### config.mk
export PLATFORM = sky130hd
export DESIGN_NAME = spram_readback_flat
export DESIGN_NICKNAME = d
export VERILOG_FILES = /design/src/rtl/spram_readback_if.sv /design/src/rtl/spram_readback.sv /design/src/flat_wrapper.sv
export SDC_FILE = /design/constraint.sdc
export NUM_CORES = 1
export LEC_CHECK = 0
export ABC_AREA = 1
export BUFFER_PORTS_ARGS = -buffer_cell sky130_fd_sc_hd__buf_2
export CORE_AREA = 2 2 76 78
export DETAILED_ROUTE_END_ITERATION = 8
export DIE_AREA = 0 0 78 80
export SLEW_MARGIN = 0
export SYNTH_ARGS = -nofsm -noshare
export SYNTH_HDL_FRONTEND = slang
export SYNTH_SLANG_ARGS = --single-unit
### constraint.sdc
create_clock -name clock -period 2.2 [get_ports clock]
set_input_delay 0.11 -clock clock [delete_from_list [all_inputs] [get_ports clock]]
set_output_delay 0.11 -clock clock [all_outputs]
set_load 0.03 [all_outputs]
### src/rtl/spram_readback_if.sv
`default_nettype none
// ============================================================================
// Module      : spram_readback_if
// Description : Valid/ready output stream carrying words read back from the
//               single-port RAM, with the final word of a command marked.
// Revision    : 1.0 - initial release
// ============================================================================
interface spram_readback_if #(
    parameter int WIDTH = 8
) ();
    logic [WIDTH-1:0] out_data;
    logic             out_valid;
    logic             out_ready;
    logic             out_last;

    modport master (
        output out_data,
        output out_valid,
        output out_last,
        input  out_ready
    );

    modport slave (
        input  out_data,
        input  out_valid,
        input  out_last,
        output out_ready
    );
endinterface
`default_nettype wire

### src/rtl/spram_readback.sv
`default_nettype none
// ============================================================================
// Module      : spram_readback
// Description : Reads a contiguous, wrapping address range from a registered
//               single-port RAM and streams the words out via a 2-entry FIFO.
// Revision    : 1.0 - initial release
// ============================================================================
module spram_readback #(
    parameter int WIDTH = 8,
    parameter int DEPTH = 4
) (
    input  wire                  clock,
    input  wire                  reset_n,
    input  wire                  start,
    input  wire [DEPTH-1:0]      start_addr,
    input  wire [DEPTH:0]        length,
    output logic                 busy,
    output logic                 done,
    output logic [DEPTH-1:0]     ram_addr,
    output logic                 ram_we,
    input  wire [WIDTH-1:0]      ram_rdata,
    spram_readback_if.master     out_stream
);

    localparam logic [1:0]       c_st_idle  = 2'd0;
    localparam logic [1:0]       c_st_read  = 2'd1;
    localparam logic [1:0]       c_st_drain = 2'd2;
    localparam logic [DEPTH:0]   c_cnt_zero = '0;
    localparam logic [DEPTH:0]   c_cnt_one  = {{DEPTH{1'b0}}, 1'b1};
    localparam logic [DEPTH-1:0] c_addr_one = {{(DEPTH-1){1'b0}}, 1'b1};

    logic [1:0]       r_state;
    logic [DEPTH-1:0] r_addr;
    logic [DEPTH-1:0] r_last_addr;
    logic [DEPTH:0]   r_issue;
    logic [DEPTH:0]   r_remain;
    logic             r_inflight;
    logic             r_busy;
    logic             r_done;
    logic [WIDTH-1:0] r_fifo [2];
    logic             r_wr_ptr;
    logic             r_rd_ptr;
    logic [1:0]       r_count;

    logic             w_valid;
    logic             w_pop;
    logic [1:0]       w_occ;
    logic             w_issue;

    assign w_valid = (r_count != 2'd0);
    assign w_pop   = w_valid & out_stream.out_ready;
    // Entries held after this edge; also the space test for issuing a read,
    // so a pop in the same cycle frees room and sustains one word per clock.
    assign w_occ   = r_count + {1'b0, r_inflight} - {1'b0, w_pop};
    assign w_issue = (r_state == c_st_read) && (r_issue != c_cnt_zero) && (w_occ < 2'd2);

    assign ram_addr = w_issue ? r_addr : r_last_addr;
    assign ram_we   = 1'b0;
    assign busy     = r_busy;
    assign done     = r_done;

    assign out_stream.out_data  = r_fifo[r_rd_ptr];
    assign out_stream.out_valid = w_valid;
    assign out_stream.out_last  = w_valid && (r_remain == c_cnt_one);

    always_ff @(posedge clock) begin
        if (!reset_n) begin
            r_state     <= c_st_idle;
            r_addr      <= '0;
            r_last_addr <= '0;
            r_issue     <= '0;
            r_remain    <= '0;
            r_inflight  <= 1'b0;
            r_busy      <= 1'b0;
            r_done      <= 1'b0;
            r_fifo[0]   <= '0;
            r_fifo[1]   <= '0;
            r_wr_ptr    <= 1'b0;
            r_rd_ptr    <= 1'b0;
            r_count     <= 2'd0;
        end else begin
            r_done <= 1'b0;
            case (r_state)
                c_st_idle: begin
                    if (start) begin
                        if (length != c_cnt_zero) begin
                            r_addr   <= start_addr;
                            r_issue  <= length;
                            r_remain <= length;
                            r_busy   <= 1'b1;
                            r_state  <= c_st_read;
                        end else begin
                            r_done <= 1'b1;
                        end
                    end
                end
                c_st_read: begin
                    if (w_issue) begin
                        r_addr      <= r_addr + c_addr_one;
                        r_last_addr <= r_addr;
                        r_issue     <= r_issue - c_cnt_one;
                        if (r_issue == c_cnt_one) begin
                            r_state <= c_st_drain;
                        end
                    end
                end
                c_st_drain: begin
                    if (w_pop && (r_remain == c_cnt_one)) begin
                        r_state <= c_st_idle;
                        r_busy  <= 1'b0;
                        r_done  <= 1'b1;
                    end
                end
                default: r_state <= c_st_idle;
            endcase

            // RAM data is valid the cycle after its address was presented
            r_inflight <= w_issue;
            if (r_inflight) begin
                r_fifo[r_wr_ptr] <= ram_rdata;
                r_wr_ptr         <= ~r_wr_ptr;
            end
            if (w_pop) begin
                r_rd_ptr <= ~r_rd_ptr;
                r_remain <= r_remain - c_cnt_one;
            end
            r_count <= w_occ;
        end
    end

endmodule
`default_nettype wire

### src/flat_wrapper.sv
// flat-port wrapper written by rule: the top's interface ports become plain ports
module spram_readback_flat 
#(
    parameter int WIDTH = 8,
    parameter int DEPTH = 4
)
  (clock, reset_n, start, start_addr, length, busy, done, ram_addr, ram_we, ram_rdata, out_stream_out_data, out_stream_out_valid, out_stream_out_last, out_stream_out_ready);
  spram_readback_if #(.WIDTH(WIDTH)) out_stream_i ();
  input  wire clock;
  input  wire reset_n;
  input  wire start;
  input  wire [DEPTH-1:0] start_addr;
  input  wire [DEPTH:0] length;
  output logic busy;
  output logic done;
  output logic [DEPTH-1:0] ram_addr;
  output logic ram_we;
  input  wire [WIDTH-1:0] ram_rdata;
  output wire logic [$bits(out_stream_i.out_data)-1:0] out_stream_out_data;
  output wire logic [$bits(out_stream_i.out_valid)-1:0] out_stream_out_valid;
  output wire logic [$bits(out_stream_i.out_last)-1:0] out_stream_out_last;
  input wire logic [$bits(out_stream_i.out_ready)-1:0] out_stream_out_ready;
  assign out_stream_out_data = out_stream_i.out_data;
  assign out_stream_out_valid = out_stream_i.out_valid;
  assign out_stream_out_last = out_stream_i.out_last;
  assign out_stream_i.out_ready = out_stream_out_ready;
  spram_readback #(.WIDTH(WIDTH), .DEPTH(DEPTH)) u_core (.clock(clock), .reset_n(reset_n), .start(start), .start_addr(start_addr), .length(length), .busy(busy), .done(done), .ram_addr(ram_addr), .ram_we(ram_we), .ram_rdata(ram_rdata), .out_stream(out_stream_i));
endmodule
After elaboration in Yosys (flattened, before gate mapping):

Memories as Yosys holds them, arrays and structs flattened. A register that Yosys moved wholly into a read port is not among the register bits.
Cells that the tools add are included.

* word-level logic and storage cells: 82
* output and inout port bits: 17
* memories kept: 1
* register bits after elaboration: 27
* memory bits (writable): 16
* input port bits: 21

Memory list
* u_core.r_fifo: depth 2, bits a word 8, read ports 1, clocked after memory_dff 1, wr ports 2, RTL line spram_readback.sv:40 `logic [WIDTH-1:0] r_fifo [2];`

* mux-type cells: 34
* order comparisons: 1
* $add $sub $neg: 5
* bitwise operators: 3
* reductions and logical operators: 18
* equality and inequality tests: 9

Operator list (number)
* $mux W5: 5
* $mux W4: 4
* $mux W1: 14
* $reduce_bool A2 Y1: 6
* $eq A5 B1 Y1 const B: 2
* $mux W2: 5
* $pmux W5 S2: 1
* $reduce_bool A5 Y1: 2
* $sub A5 B1 Y5 const B: 2
* $mux W8: 1
* $pmux W4 S2: 1
* $reduce_and A4 Y1: 2
* $reduce_or A8 Y1: 1
* $ne A2 B1 Y1 const B: 3
* $pmux W2 S3: 1
* $reduce_and A5 Y1: 1
* $add A4 B1 Y4 const B: 1
* $logic_and A1 B1 Y1: 4
* $ne A2 B2 Y1 const B: 2
* $pmux W1 S2: 2
* $reduce_and A3 Y1: 1
* $add A2 B1 Y2: 1
* $eq A2 B1 Y1 const B: 1
* $eq A2 B2 Y1 const B: 1
* 5 further kinds: 6

Longest topological paths before layout:

Gate-level depths: netlist (run 1).

* depth in word-level cells: 7
* mapped depth: 18
* depth with buffers taken out: 16

Worst setup path before layout (run 1):

Ideal clock, no wire load.

* path type: register to output
* start point: register u_core.r_count[1]
* end point: output ram_addr[1]
* slack: 0.014 ns
* path buffers: 1
* arrival: 2.076 ns
* cell stages (with the launch flop): 17
* required time: 2.090 ns
* cells stage by stage: dfxtp_1 -> inv_2 -> nand2_4 -> nand2_1 -> clkbuf_1 -> nand2_1 -> nand2_1 -> ha_1 -> inv_1 -> nand2_1 -> nand2_1 -> nand3_2 -> nand3_4 -> inv_1 -> or2_1 -> o21ai_0 -> inv_1

* cells in the longest elaborated chain, start to end: 6
* elaborated cells on any way between the ends: 7
* those cells by class: add/sub (2); order compare (1); mux (1); bitwise (1); reduce/logical (2)

Ends and longest elaborated chain
* from (decl): RTL line spram_readback.sv:43 `logic [1:0] r_count;`
* from (signal assigned): RTL line spram_readback.sv:127 `r_count <= w_occ;`
* $reduce_bool A2 Y1: RTL line spram_readback.sv:50 `assign w_valid = (r_count != 2'd0);`
* net out_stream_out_valid: RTL line flat_wrapper.sv:20 `output wire logic [$bits(out_stream_i.out_valid)-1:0] out_stream_out_valid;`
* $and A1 B1 Y1: RTL line spram_readback.sv:51 `assign w_pop = w_valid & out_stream.out_ready;`
* $sub A2 B1 Y2: RTL line spram_readback.sv:54 `assign w_occ = r_count + {1'b0, r_inflight} - {1'b0, w_pop};`
* $lt A2 B2 Y1: RTL line spram_readback.sv:55 `assign w_issue = (r_state == c_st_read) && (r_issue != c_cnt_zero) && (w_occ < 2'd2);`
* $logic_and A1 B1 Y1: RTL line spram_readback.sv:55
* $mux W4
* to (decl): RTL line flat_wrapper.sv:16 `output logic [DEPTH-1:0] ram_addr;`

The timed path passes the listed nets, and every way through them passes these cells.

Final worst setup path (run 1):

* start point: register u_core.r_count[1]
* end point: output ram_addr[1]

* cells in the longest elaborated chain, start to end: 6
* elaborated cells on any way between the ends: 7
* those cells by class: add/sub (2); order compare (1); mux (1); bitwise (1); reduce/logical (2)

Ends and longest elaborated chain (RTL line)
* branches (longest 2 deep; another with $add A2 B1 Y2)
* $sub A2 B1 Y2 *: spram_readback.sv:54
* $lt A2 B2 Y1 *: spram_readback.sv:55
* $logic_and A1 B1 Y1 *: spram_readback.sv:55
* $mux W4 *

Every way passes the cells marked *.

==> metrics.md, run 1 <==
| Metric | Value |
|---|---|
| Run status | finished clean |
| Total routing resource utilization after global routing | between 10% and 20% |
| Clock sinks | 44 |
| Cell types with the largest area share after synthesis | sky130_fd_sc_hd__dfxtp_1, sky130_fd_sc_hd__edfxtp_1, sky130_fd_sc_hd__nand2_1 |
| Cell type contributing the most total cell area after synthesis | sky130_fd_sc_hd__dfxtp_1 |
| Arrival time of data at the critical path endpoint | around 2.0 ns |
| Via count normalized by instance count | approximately 4.6 |
| Root buf cell | sky130_fd_sc_hd__clkbuf_8 |
| Worst setup SP type | flop |
| Max-Cap Viols | 0 |
| Clock transition at path regs | ~0.08 ns |
| Maximum clock skew at final layout | roughly 0.0023 ns |
| Post-route DRC violation count | 0 |
| Placement Rows | 27 |
| Number of hold buffers added after cts | 0 |
| Worst hold path type | input pin to flop |
| Net count of the mapped netlist | approximately 340 |
| DP Cell Count | 411 |
| Drt initial violations | 50 |
| Share of cell area taken by muxes after synthesis | 4.24% |
| Antenna Nets Post-Route | 0 |
| Area occupied by registers | between 1000 and 1500 um^2 |
| Clock buffers created by TritonCTS | 5 |
| Power density over cell area | 1430 nW/um^2 |
| Area taken by multi-input logic gates | ~1100 um^2 |
| Critical path endpoint category | output pin |
| Design internal power | between 2 and 2.5 mW |
| Remaining global-route overflow | 0 |
| Source of the critical timing path | u_core.r_count[1]$_SDFF_PN0_ |
| Area inside the core boundary | around 5400 um^2 |
| VDD IR max | 0.491 mV |
| Clock tree buffer depth | 2 |
| Utilization after layout | 52.9% |
| Final GP Congestion | 0.783 |
| Net Switching | roughly 1.8 mW |
| Class of the most critical setup path | flop to output pin |
| Worst reg2reg path startpoint | u_core.r_count[1]$_SDFF_PN0_ |
| Floorplan die height | around 80 um |
| First-pass GRT wire length | roughly 8400 um |
| Met1 layer wirelength in the final routing | 2270 um |
| IO Pins | 38 |
| Post-layout minimum cycle time | between 2 and 2.5 ns |
| Cell depth of the worst flop-to-flop path | 19 |
| Required time at the endpoint of the critical path | ~2.1 ns |
| Met2 routed wirelength | ~2400 um |
| Starting density of the core | 43.7% |
| Yosys synthesis warning count | 0 |
| Pin count of the biggest net entering global routing | 20 |
| Total length of routed wires | slightly below 5000 um |
| CTS tree | built |
| Per-instance average area after synthesis | 7.69 um^2 |
| Clock network fraction of total power | 14.7% |
| Commonest non-fill, non-tap cells in the layout | sky130_fd_sc_hd__nor2_1, sky130_fd_sc_hd__nand2_1, sky130_fd_sc_hd__inv_1 |
| Combinational cell fraction of total power | a little under three fifths |
| Final-report max-slew violation count | 0 |
| Largest fanout on the critical path | 4 |
| Switch share | a little over two fifths |
| Simple-Gate Fraction of Synth Area | slightly below 30% |
| Count of H-tree levels built during CTS | 2 |
| Sequential share of power | between 30% and 40% |
| Antenna violations before repair | 0 |
| TNS Setup | 0 ns |
| Area delta synth->final | 21.3% |
| Area of the die | 6240 um^2 |
| Met3 Wirelength | approximately 190 um |
| Clock latency of the later-clocked register in the worst-skew pair | 0.29 ns |
| Capture point of the critical path | ram_addr[1] |
| Number of distinct library cells after synthesis | 33 |
| Seq cells post-synth | 44 |
| Post-detail-place hpwl | 3600 um |
| Proportion of layout cells with a drive suffix above 1 | 25.6% |
| Max frequency | around 0.47 GHz |
| Most common cell after layout, fill and taps aside | sky130_fd_sc_hd__nor2_1 |
| Number of search-and-repair iterations in the first detailed-routing pass | 4 |
| Post-synth top area share | 23.8% |
| Filler instances | between 500 and 600 |
| Share of the synthesized area in compound gates (AO/OA/AOI/OAI) | a little under 7% |
| Worst hold slack after final layout | around 0.12 ns |
| Largest family of logic cells by synthesized area | simple AND/OR/NAND/NOR gates |
| Leakage power total | about 1.5 nW |
| Final worst-path cycle share | between 90% and 100% |
| RSZ-0062 raised after global routing | true |
| Worst reg2reg setup slack | about 0.14 ns |
| Hold Vio Cnt, Final | 0 |
| Mapped Area | between 2000 and 2500 um^2 |
| Number of global-route vias before repair | between 1500 and 2000 |
| NumNets Final | 383 |
| Routed length per placed instance | 11.5 um |
| Synth Area in XOR/XNOR | approximately 1.1% |
| Total vias in the final route | between 1500 and 2000 |
| Synthesized-area fraction occupied by adder cells | under 10% |
| Horizontal die dimension | around 78 um |
| Highest routed layer | met4 |
| Number of port buffers | 36 |
| Reg-to-Reg End | u_core.r_last_addr[1]$_SDFFE_PN0N_ |
| Sequential-to-total area share from yosys stat | between 40% and 50% |
| Final setup fails | 0 |
| Post-Layout Cell Count | about 430 |
| Count of antenna diodes in the layout | 0 |
| Cells after Synth | about 300 |
-- flip-flops by register name, indices dropped and copies added, names as in the netlist, named ones only --
name / cells
u_core.r_wr_ptr: 1
u_core.done: 1
u_core.r_fifo: 16
u_core.r_count: 2
u_core.r_state: 2
u_core.r_remain: 5
u_core.r_rd_ptr: 1
u_core.busy: 1
u_core.r_issue: 5
u_core.r_inflight: 1
u_core.r_addr: 4
u_core.r_last_addr: 4
-- per-stage QoR --
stage	setup WS (ns)	instance area, um^2	power [mW]
after floorplan	0.0136	2360	2.75
after global placement	0.208	2620	3.13
after detailed placement	0.112	2620	3.16
after CTS	0.00758	2810	4.01
after global routing	-0.0518	2860	4.44
final	0.0739	2860	4.08
-- synthesized netlist by cell type --
cell / count
sky130_fd_sc_hd__nand4_1: 5
sky130_fd_sc_hd__nor3_1: 2
sky130_fd_sc_hd__o31ai_1: 1
sky130_fd_sc_hd__or2_1: 4
sky130_fd_sc_hd__edfxtp_1: 16
sky130_fd_sc_hd__inv_1: 46
sky130_fd_sc_hd__ha_1: 7
sky130_fd_sc_hd__o211ai_1: 1
sky130_fd_sc_hd__conb_1: 1
sky130_fd_sc_hd__nor2_4: 1
sky130_fd_sc_hd__buf_2: 3
sky130_fd_sc_hd__nand3_2: 1
sky130_fd_sc_hd__nor2_1: 59
sky130_fd_sc_hd__o21ai_0: 16
sky130_fd_sc_hd__o21a_1: 1
sky130_fd_sc_hd__or2_0: 1
sky130_fd_sc_hd__a21oi_1: 9
sky130_fd_sc_hd__buf_4: 1
sky130_fd_sc_hd__a31oi_1: 1
sky130_fd_sc_hd__inv_2: 3
sky130_fd_sc_hd__nor2_2: 1
sky130_fd_sc_hd__xor2_1: 3
sky130_fd_sc_hd__clkinv_1: 1
sky130_fd_sc_hd__dfxtp_1: 28
sky130_fd_sc_hd__a21oi_2: 1
sky130_fd_sc_hd__mux2i_1: 1
sky130_fd_sc_hd__mux2_2: 8
sky130_fd_sc_hd__nand3_4: 3
sky130_fd_sc_hd__buf_6: 1
sky130_fd_sc_hd__nand3_1: 13
sky130_fd_sc_hd__nand2_1: 61
sky130_fd_sc_hd__nand2_4: 3
sky130_fd_sc_hd__clkbuf_1: 4
-- timing repair --
item,in CTS,in global routing
setup buffers,7,2
resized for setup,18,10
setup endpoints to repair,4,5
pin swaps,3,9
-- cell families after synthesis --
group                      Yosys count
and+or+nand+nor                    154
xor gates and xnor gates             3
AOI/OAI and AO/OA                   30
other                                1
adders and majority gates            7
DFF                                 44
buffers and inverters               59
muxes                                9
-- critical path: stages, from the launching register on --
cell and delay, ns:
sky130_fd_sc_hd__dfxtp_2 0.34, sky130_fd_sc_hd__inv_2 0.05, sky130_fd_sc_hd__nand2_4 0.09, sky130_fd_sc_hd__nand2_4 0.05
sky130_fd_sc_hd__nand2_2 0.06, sky130_fd_sc_hd__nand2_2 0.06, sky130_fd_sc_hd__ha_4 0.17, sky130_fd_sc_hd__inv_2 0.05
sky130_fd_sc_hd__nand2_1 0.04, sky130_fd_sc_hd__nand2_1 0.07, sky130_fd_sc_hd__nand3_2 0.11, sky130_fd_sc_hd__nand3_4 0.09
sky130_fd_sc_hd__inv_2 0.05, sky130_fd_sc_hd__or2_1 0.24, sky130_fd_sc_hd__o21ai_2 0.07, sky130_fd_sc_hd__inv_1 0.06
sky130_fd_sc_hd__buf_6 0.13
-- cell type report --
type                            count  area share (%)
Multi-Input combinational cell    204            39.2
Sequential cell                    44            36.5
Timing Repair Buffer               50            10.8
Inverter                           50            6.56
Tap cell                           72            3.15
Clock buffer                        7            2.67
Clock inverter                      1            1.05
-- worst min path at each step --
stage | cells after the start | startpoint | slack (ns) | end
6_report | 3 | length[2] | 0.12 | u_core.r_remain[2]$_SDFFE_PN0P_
5_1_grt | 3 | length[2] | 0.11 | u_core.r_remain[2]$_SDFFE_PN0P_
4_1_cts | 3 | length[2] | 0.11 | u_core.r_remain[2]$_SDFFE_PN0P_
3_5_place_dp | 3 | ram_rdata[2] | 0.42 | u_core.r_fifo[1][2]$_SDFFCE_PN0P_
3_3_place_gp | 3 | ram_rdata[4] | 0.42 | u_core.r_fifo[1][4]$_SDFFCE_PN0P_
2_1_floorplan | 2 | length[2] | 0.29 | u_core.r_remain[2]$_SDFFE_PN0P_
-- power by group through the flow --
stage / Clock (mW) / Sequential [mW] / Combinational (mW)
floorplan: 0 / 1.20 / 1.55
global placement: 0 / 1.24 / 1.89
detailed placement: 0 / 1.25 / 1.92
CTS: 0.623 / 1.23 / 2.16
global route: 0.646 / 1.26 / 2.53
finish: 0.598 / 1.23 / 2.25
-- layer usage --
| metal | GRT usage [%] | up-vias |
|---|---|---|
| li1 | - | 1054 |
| met1 | 20.5 | 891 |
| met2 | 29.9 | 36 |
| met3 | 3.73 | 5 |
| met4 | 4.74 | 0 |
| met5 | 0 | - |
No activity file was read; power rests on OpenSTA's default activity.
==> run 2: changes to the inputs <==
ABC_AREA = 0   (was 1)
CORE_AREA = 5 5 77 79   (was 2 2 76 78)
DIE_AREA = 0 0 82 84   (was 0 0 78 80)
PLACE_DENSITY = 0.65   (was unset)
clock period = 2.6 ns   (was 2.2 ns; I/O delays follow)
==> run 2 against run 1 <==
  * Critical path type unchanged
  * First-iteration DRC count is 16% lower
  * Hold slack worse by 0.016 ns
  * Clock power is 11% lower
  * Area after synthesis is 4.2% lower
  * Combinational power is 74% lower
  * Final area is 7.3% lower
  * Via count is 12% lower
  * Core utilization is 2.6 points lower
  * Non-clock buffer count is 8 lower
  * Largest power group is now sequential cells
==> metrics.md, run 2 <==
| Metric | Value |
|---|---|
| Root buf cell | sky130_fd_sc_hd__clkbuf_8 (unchanged) |
| Run status | finished clean (unchanged) |
| Cells after Synth | 219 (was 307) |
| Most common cell after layout, fill and taps aside | sky130_fd_sc_hd__buf_2 (was sky130_fd_sc_hd__nor2_1) |
| Antenna Nets Post-Route | 0 (unchanged) |
| Total vias in the final route | 1747 (was 1986) |
| Count of antenna diodes in the layout | 0 (unchanged) |
| Buffering stage count on the worst path with inverters included | 1 (was 5) |
| Setup ws final | 0.181 ns (was 0.0739 ns) |
| TNS Setup | 0 ns (unchanged) |
| Seq cells post-synth | 44 (unchanged) |
| Mapped Area | 2260 um^2 (was 2360 um^2) |
| Per-instance average area after synthesis | 10.3 um^2 (was 7.69 um^2) |
| Register ranked first by flip-flop count | u_core.r_fifo (unchanged) |
| Number of hold buffers added after cts | 0 (unchanged) |
| Hold Vio Cnt, Final | 0 (unchanged) |
| Cells resized by post-CTS repair | 0 (was 18) |
| Area inside the core boundary | 5270 um^2 (was 5410 um^2) |
| Remaining global-route overflow | 0 (unchanged) |
| Post-synth top area share | 24.8% (was 23.8%) |
| Sequential-to-total area share from yosys stat | 46.0% (was 44.1%) |
| Total length of routed wires | 4720 um (was 4940 um) |
| Number of port buffers | 36 (unchanged) |
| Library cell contributing the largest single delay on the critical path | sky130_fd_sc_hd__mux2_2 (was sky130_fd_sc_hd__dfxtp_2) |
| Count of H-tree levels built during CTS | 2 (unchanged) |
| Commonest non-fill, non-tap cells in the layout | sky130_fd_sc_hd__buf_2, sky130_fd_sc_hd__dfxtp_1, sky130_fd_sc_hd__and2_1 (was sky130_fd_sc_hd__nor2_1, sky130_fd_sc_hd__nand2_1, sky130_fd_sc_hd__inv_1) |
| Max-Cap Viols | 0 (unchanged) |
| Number of search-and-repair iterations in the first detailed-routing pass | 4 (unchanged) |
| Cell type contributing the most total cell area after synthesis | sky130_fd_sc_hd__dfxtp_1 (unchanged) |
| Number of flops mapped to enable cells by yosys | 16 (unchanged) |
| Pin count of the biggest net entering global routing | 21 (was 20) |
| Yosys synthesis warning count | 0 (unchanged) |
| Utilization after layout | 50.3% (was 52.9%) |
| Critical path endpoint category | output pin (unchanged) |
| Clock tree buffer depth | 2 (unchanged) |
| Antenna violations before repair | 0 (unchanged) |
| Post-CTS setup buffer count | 0 (was 7) |
| CTS tree | built (unchanged) |
| Most frequently used cell type in the post-synthesis netlist | sky130_fd_sc_hd__dfxtp_1 (was sky130_fd_sc_hd__nand2_1) |
| Via count normalized by instance count | 5.29 (was 4.64) |
| DP Cell Count | 322 (was 411) |
| Area delta synth->final | 17.3% (was 21.3%) |
| Proportion of layout cells with a drive suffix above 1 | 29.1% (was 25.6%) |
| IO Pins | 38 (unchanged) |
| Final GP Congestion | 0.812 (was 0.783) |
| Cell types with the largest area share after synthesis | sky130_fd_sc_hd__dfxtp_1, sky130_fd_sc_hd__edfxtp_1, sky130_fd_sc_hd__and2_1 (was sky130_fd_sc_hd__dfxtp_1, sky130_fd_sc_hd__edfxtp_1, sky130_fd_sc_hd__nand2_1) |
| Top Registers | u_core.r_fifo (16), u_core.r_issue (5), u_core.r_remain (5) (unchanged) |
| Placement Rows | 27 (unchanged) |
| Crit path largest cell delay | 0.38 ns (was 0.34 ns) |
| Final-report max-slew violation count | 0 (unchanged) |
| Most numerous cell types in the synthesized netlist | sky130_fd_sc_hd__dfxtp_1, sky130_fd_sc_hd__and2_1, sky130_fd_sc_hd__edfxtp_1 (was sky130_fd_sc_hd__nand2_1, sky130_fd_sc_hd__nor2_1, sky130_fd_sc_hd__inv_1) |
| Routed length per placed instance | 14.3 um (was 11.5 um) |
| Number of global-route vias before repair | 1682 (was 1873) |
| Post-layout minimum cycle time | roughly 2.4 ns |
| Main synth FF type | sky130_fd_sc_hd__dfxtp_1 (unchanged) |
| Starting density of the core | 42.9% (was 43.7%) |
| First-pass GRT wire length | 8060 um (was 8360 um) |
| Family with the most delay on the worst path | multiplexers (was simple AND/OR/NAND/NOR gates) |
| Class of the most critical setup path | flop to output pin (unchanged) |
| Maximum clock skew at final layout | 0.00665 ns (was 0.00229 ns) |
| Horizontal die dimension | 82 um (was 78 um) |
| Ordered cell list for the critical path | o21a_1, xnor2_1, ha_1, nor3b_2, mux2i_2, mux2_2, buf_2 (was inv_2, nand2_4, nand2_4, nand2_2, nand2_2, ha_4, inv_2, nand2_1, nand2_1, nand3_2, nand3_4, inv_2, or2_1, o21ai_2, inv_1, buf_6) |
| Post-Layout Cell Count | 330 (was 428) |
| Total routing resource utilization after global routing | 14.8% (was 16.8%) |
| Leakage power total | 1.07 nW (was 1.45 nW) |
| Async S/R FF share, synth | 0% (unchanged) |
| Slew @ Worst Pin | slightly above 0.9 ns |
| Max transition margin | 37.7% |
| Max frequency | approximately 0.41 GHz |
| Worst setup SP type | flop (unchanged) |
| RSZ-0062 raised after global routing | false (was true) |
| Clock transition at path regs | 0.09 ns (was 0.08 ns) |
| Final setup fails | 0 (unchanged) |
| Floorplan die height | 84 um (was 80 um) |
| VDD IR max | 0.331 mV (was 0.491 mV) |
| Largest fanout on the critical path | 5 (was 4) |
| Clock buffers created by TritonCTS | 5 (unchanged) |
| Power density over cell area | 753 nW/um^2 (was 1430 nW/um^2) |
| Post-route DRC violation count | 0 (unchanged) |
| Flip-flop count of the largest register, all copies and words added | 16 (unchanged) |
| NumNets Final | 285 (was 383) |
| Arrival time of data at the critical path endpoint | 2.29 ns (was 2.02 ns) |
| Area of the die | 6890 um^2 (was 6240 um^2) |
| Clock latency of the later-clocked register in the worst-skew pair | 0.30 ns (was 0.29 ns) |
| Number of distinct library cells after synthesis | 55 (was 33) |
| Worst hold path type | input pin to flop (unchanged) |
| Minimum setup slack after placement | 0.406 ns (was 0.112 ns) |
| Required time at the endpoint of the critical path | 2.47 ns (was 2.09 ns) |
| Net count of the mapped netlist | 247 (was 335) |
| Overall power | 2.00 mW (was 4.08 mW) |
| Clock sinks | 44 (unchanged) |
| Drt initial violations | 42 (was 50) |
| Final worst-path cycle share | between 90% and 100% |
| Post-detail-place hpwl | 3400 um (was 3600 um) |
run 2: cell count changes after synthesis, sizes merged, moves of 8 or more:
| cell | previous run | this run |
|---|---|---|
| inv | 49 | 7 |
| and2 | 0 | 22 |
| nor2 | 61 | 15 |
| nand2 | 64 | 9 |
| o21ai | 16 | 8 |
| nand3 | 17 | 6 |
run 2: per-layer routing:
layer | GRT usage (%) | part of all wire [%]
met4 | 4.08 | 1.2
met3 | 3.67 | 4.4
met2 | 23.7 | 48
met5 | 0 | 0
met1 | 19.6 | 46
run 2: power by group:
group          switching, mW  internal (mW)  leakage (nW)
Sequential            0.0829          0.795         0.396
Combinational          0.333          0.251         0.616
Clock                  0.246          0.289        0.0548
Total                  0.662           1.33          1.07
run 2: per-stage QoR:
stage / instance area (um^2) / hold slack, ns
after floorplan: 2260 / 0.280
after global placement: 2520 / 0.417
after detailed placement: 2520 / 0.423
after CTS: 2640 / 0.101
after global routing: 2650 / 0.103
final: 2650 / 0.105
run 2: cell type report:
cell class                      instances  area (um^2)
Inverter                                8         30.0
Multi-Input combinational cell        156         1150
Clock inverter                          3         46.3
Timing Repair Buffer                   42          225
Tap cell                               72         90.1
Fill cell                             507         2620
Clock buffer                            5         68.8
Sequential cell                        44         1040
run 2: final timing paths:
kind,start,slack (ns),cells past startpoint,end
setup reg to reg,u_core.r_count[1]$_SDFF_PN0_,0.54,7,u_core.r_last_addr[0]$_SDFFE_PN0N_
setup / recovery,u_core.r_count[1]$_SDFF_PN0_,0.18,7,ram_addr[0]
hold reg to reg,u_core.busy$_SDFFE_PN0P_,0.50,2,u_core.busy$_SDFFE_PN0P_
hold / removal,start_addr[2],0.10,3,u_core.r_addr[2]$_SDFFE_PN0P_
run 2: worst register-to-register path: stages, from the launching register on:
cell	delay, ns
sky130_fd_sc_hd__dfxtp_2	0.36
sky130_fd_sc_hd__o21a_1	0.21
sky130_fd_sc_hd__xnor2_1	0.13
sky130_fd_sc_hd__ha_1	0.23
sky130_fd_sc_hd__nor3b_2	0.18
sky130_fd_sc_hd__mux2i_2	0.31
sky130_fd_sc_hd__mux2_2	0.39
sky130_fd_sc_hd__and2_1	0.15
run 2: cells by family after synthesis:
| group | after synthesis | share of synthesized area, % |
|---|---|---|
| AOI/OAI and AO/OA | 43 | 13.2 |
| xor gates and xnor gates | 4 | 1.55 |
| adders and majority gates | 7 | 3.87 |
| buffers and inverters | 19 | 3.76 |
| DFF | 44 | 46.0 |
| muxes | 15 | 8.02 |
| other | 1 | 0.166 |
| and+or+nand+nor | 86 | 23.4 |
==> run 3: changes to the inputs <==
==> constraint.sdc (replaced) <==
create_clock -name clock -period 2.6 [get_ports clock]
set_input_delay 0.13 -clock clock [delete_from_list [all_inputs] [get_ports clock]]
set_output_delay 0.13 -clock clock [all_outputs]
set_load 0.02 [all_outputs]
==> run 3 against run 2 <==
  * Sequential share of layout area increased by 0.58 points
  * Clock power fell by 23%
  * Via count up 1.5%
  * Highest routed layer unchanged
==> metrics.md, run 3 (synthesized netlist as in run 2, its figures left out) <==
| Metric | Value |
|---|---|
| Utilization after layout | 49.5% (was 50.3%) |
| Pin count of the biggest net entering global routing | 21 (unchanged) |
| Area inside the core boundary | 5270 um^2 (unchanged) |
| Source of the critical timing path | u_core.r_count[1]$_SDFF_PN0_ (unchanged) |
| Register ranked first by flip-flop count | u_core.r_fifo (unchanged) |
| Number of global-route vias before repair | 1810 (was 1682) |
| Max frequency | 0.417 GHz (was 0.413 GHz) |
| Flip-flop count of the largest register, all copies and words added | 16 (unchanged) |
| Power density over cell area | 706 nW/um^2 (was 753 nW/um^2) |
| Total routing resource utilization after global routing | 15.6% (was 14.8%) |
| TNS Setup | 0 ns (unchanged) |
| Maximum clock skew at final layout | 0.00666 ns (was 0.00665 ns) |
| Critical path endpoint category | output pin (unchanged) |
| Clock latency of the later-clocked register in the worst-skew pair | 0.30 ns (about the same) |
| Number of port buffers | 36 (unchanged) |
| Post-route DRC violation count | 0 (unchanged) |
| Final GP Congestion | 0.846 (was 0.812) |
| Proportion of layout cells with a drive suffix above 1 | 26.7% (was 29.1%) |
| VDD IR max | 0.282 mV (was 0.331 mV) |
| Remaining global-route overflow | 0 (unchanged) |
| Final worst-path cycle share | 92.2% (was 93.0%) |
| NumNets Final | 285 (unchanged) |
| Hold Vio Cnt, Final | 0 (unchanged) |
| Met1 usage | 18.9% (was 19.6%) |
| Root buf cell | sky130_fd_sc_hd__clkbuf_8 (unchanged) |
| Grt met3 use | 4.00% (was 3.67%) |
| Worst reg2reg path startpoint | u_core.r_count[1]$_SDFF_PN0_ (unchanged) |
| Area of the die | 6890 um^2 (unchanged) |
| Minimum setup slack after placement | 0.491 ns (was 0.406 ns) |
| Via count normalized by instance count | 5.38 (was 5.29) |
| Max transition margin | 37.6% (was 37.7%) |
| Final setup fails | 0 (unchanged) |
| Post-CTS setup buffer count | 0 (unchanged) |
| Worst setup SP type | flop (unchanged) |
| Area delta synth->final | 15.3% (was 17.3%) |
| Top Registers | u_core.r_fifo (16), u_core.r_issue (5), u_core.r_remain (5) (unchanged) |
| Count of H-tree levels built during CTS | 2 (unchanged) |
| Clock tree buffer depth | 2 (unchanged) |
| Run status | finished clean (unchanged) |
| Required time at the endpoint of the critical path | 2.47 ns (about the same) |
| Starting density of the core | 42.9% (unchanged) |
| Total length of routed wires | 4880 um (was 4720 um) |
| Floorplan die height | 84 um (unchanged) |
| Post-detail-place hpwl | 3520 um (was 3400 um) |
| Count of antenna diodes in the layout | 0 (unchanged) |
| Post-layout minimum cycle time | 2.40 ns (was 2.42 ns) |
| Clock sinks | 44 (unchanged) |
| RSZ-0062 raised after global routing | false (unchanged) |
| Commonest non-fill, non-tap cells in the layout | sky130_fd_sc_hd__buf_2, sky130_fd_sc_hd__dfxtp_1, sky130_fd_sc_hd__and2_1 (unchanged) |
| Hold path startpoint | length[1] (was start_addr[2]) |
| Clock buffers created by TritonCTS | 5 (unchanged) |
| Worst hold path type | input pin to flop (unchanged) |
| Total vias in the final route | 1774 (was 1747) |
| First-pass GRT wire length | 8400 um (was 8060 um) |
| Antenna violations before repair | 0 (unchanged) |
| CTS tree | built (unchanged) |
| Leakage power total | 1.06 nW (was 1.07 nW) |
| Number of search-and-repair iterations in the first detailed-routing pass | 4 (unchanged) |
| Top Usage Layer GRT | met2 (unchanged) |
| Routed length per placed instance | 14.8 um (was 14.3 um) |
| Drt initial violations | 61 (was 42) |
| Max-Cap Viols | 0 (unchanged) |
| Largest fanout on the critical path | 7 (was 5) |
| Antenna Nets Post-Route | 0 (unchanged) |
| Most common cell after layout, fill and taps aside | sky130_fd_sc_hd__buf_2 (unchanged) |
| GR met2 Demand/Resource | 26.4% (was 23.7%) |
| Final-report max-slew violation count | 0 (unchanged) |
| Clock transition at path regs | 0.08 ns (was 0.09 ns) |
| Setup ws final | 0.204 ns (was 0.181 ns) |
| IO Pins | 38 (unchanged) |
| Horizontal die dimension | 82 um (unchanged) |
| Class of the most critical setup path | flop to output pin (unchanged) |
| Arrival time of data at the critical path endpoint | 2.27 ns (was 2.29 ns) |
| Placement Rows | 27 (unchanged) |
| Slew @ Worst Pin | 0.930 ns (was 0.929 ns) |
## run 3: metrics by stage
stage                     total power [mW]  std cells  area (um^2)  hold WS, ns
final                                 1.84        330         2610        0.109
after floorplan                       1.28        219         2260        0.280
after CTS                             1.86        330         2600        0.107
after global routing                  1.96        330         2610        0.108
after global placement                1.43        322         2520        0.414
after detailed placement              1.44        322         2520        0.424
## run 3: per-layer routing
| layer | share of wire (%) | wire [um] |
|---|---|---|
| met5 | 0 | 0 |
| met2 | 50 | 2420 |
| met1 | 43 | 2120 |
| met3 | 5.5 | 266 |
| met4 | 1.4 | 70 |
## run 3: final cells by class
| class | instances | area [um^2] |
|---|---|---|
| clock buffer | 7 | 76.3 |
| clock inverter | 1 | 5.00 |
| fill | 518 | 2660 |
| inverter | 8 | 30.0 |
| multi-input combinational | 156 | 1140 |
| sequential | 44 | 1040 |
| tap | 72 | 90.1 |
| timing repair buffer | 42 | 225 |
## run 3: critical path, stage by stage (launching register included)
cell and delay, ns:
sky130_fd_sc_hd__dfxtp_1 0.37, sky130_fd_sc_hd__o21a_1 0.23, sky130_fd_sc_hd__xnor2_1 0.13, sky130_fd_sc_hd__ha_1 0.23, sky130_fd_sc_hd__nor3_1 0.27, sky130_fd_sc_hd__mux2_4 0.28, sky130_fd_sc_hd__mux2_4 0.31, sky130_fd_sc_hd__buf_2 0.16
## run 3: final timing paths
| path | to | slack [ns] | cells after the start |
|---|---|---|---|
| setup / recovery | ram_addr[3] | 0.20 | 7 |
| setup reg to reg | u_core.r_issue[2]$_SDFFE_PN0P_ | 0.53 | 8 |
| hold / removal | u_core.r_remain[1]$_SDFFE_PN0P_ | 0.11 | 3 |
| hold reg to reg | u_core.busy$_SDFFE_PN0P_ | 0.50 | 2 |
## run 3: repair_timing
| action | in CTS | in global routing |
|---|---|---|
| resized for setup | 0 | 1 |
| endpoints found under the setup margin | 0 | 3 |
| hold buffers | 0 | 0 |
## run 3: where the power goes
part,switching [mW],internal (mW),total (mW)
clock network,0.224,0.189,0.413
logic,0.301,0.249,0.550
registers,0.0838,0.794,0.877
total,0.610,1.23,1.84
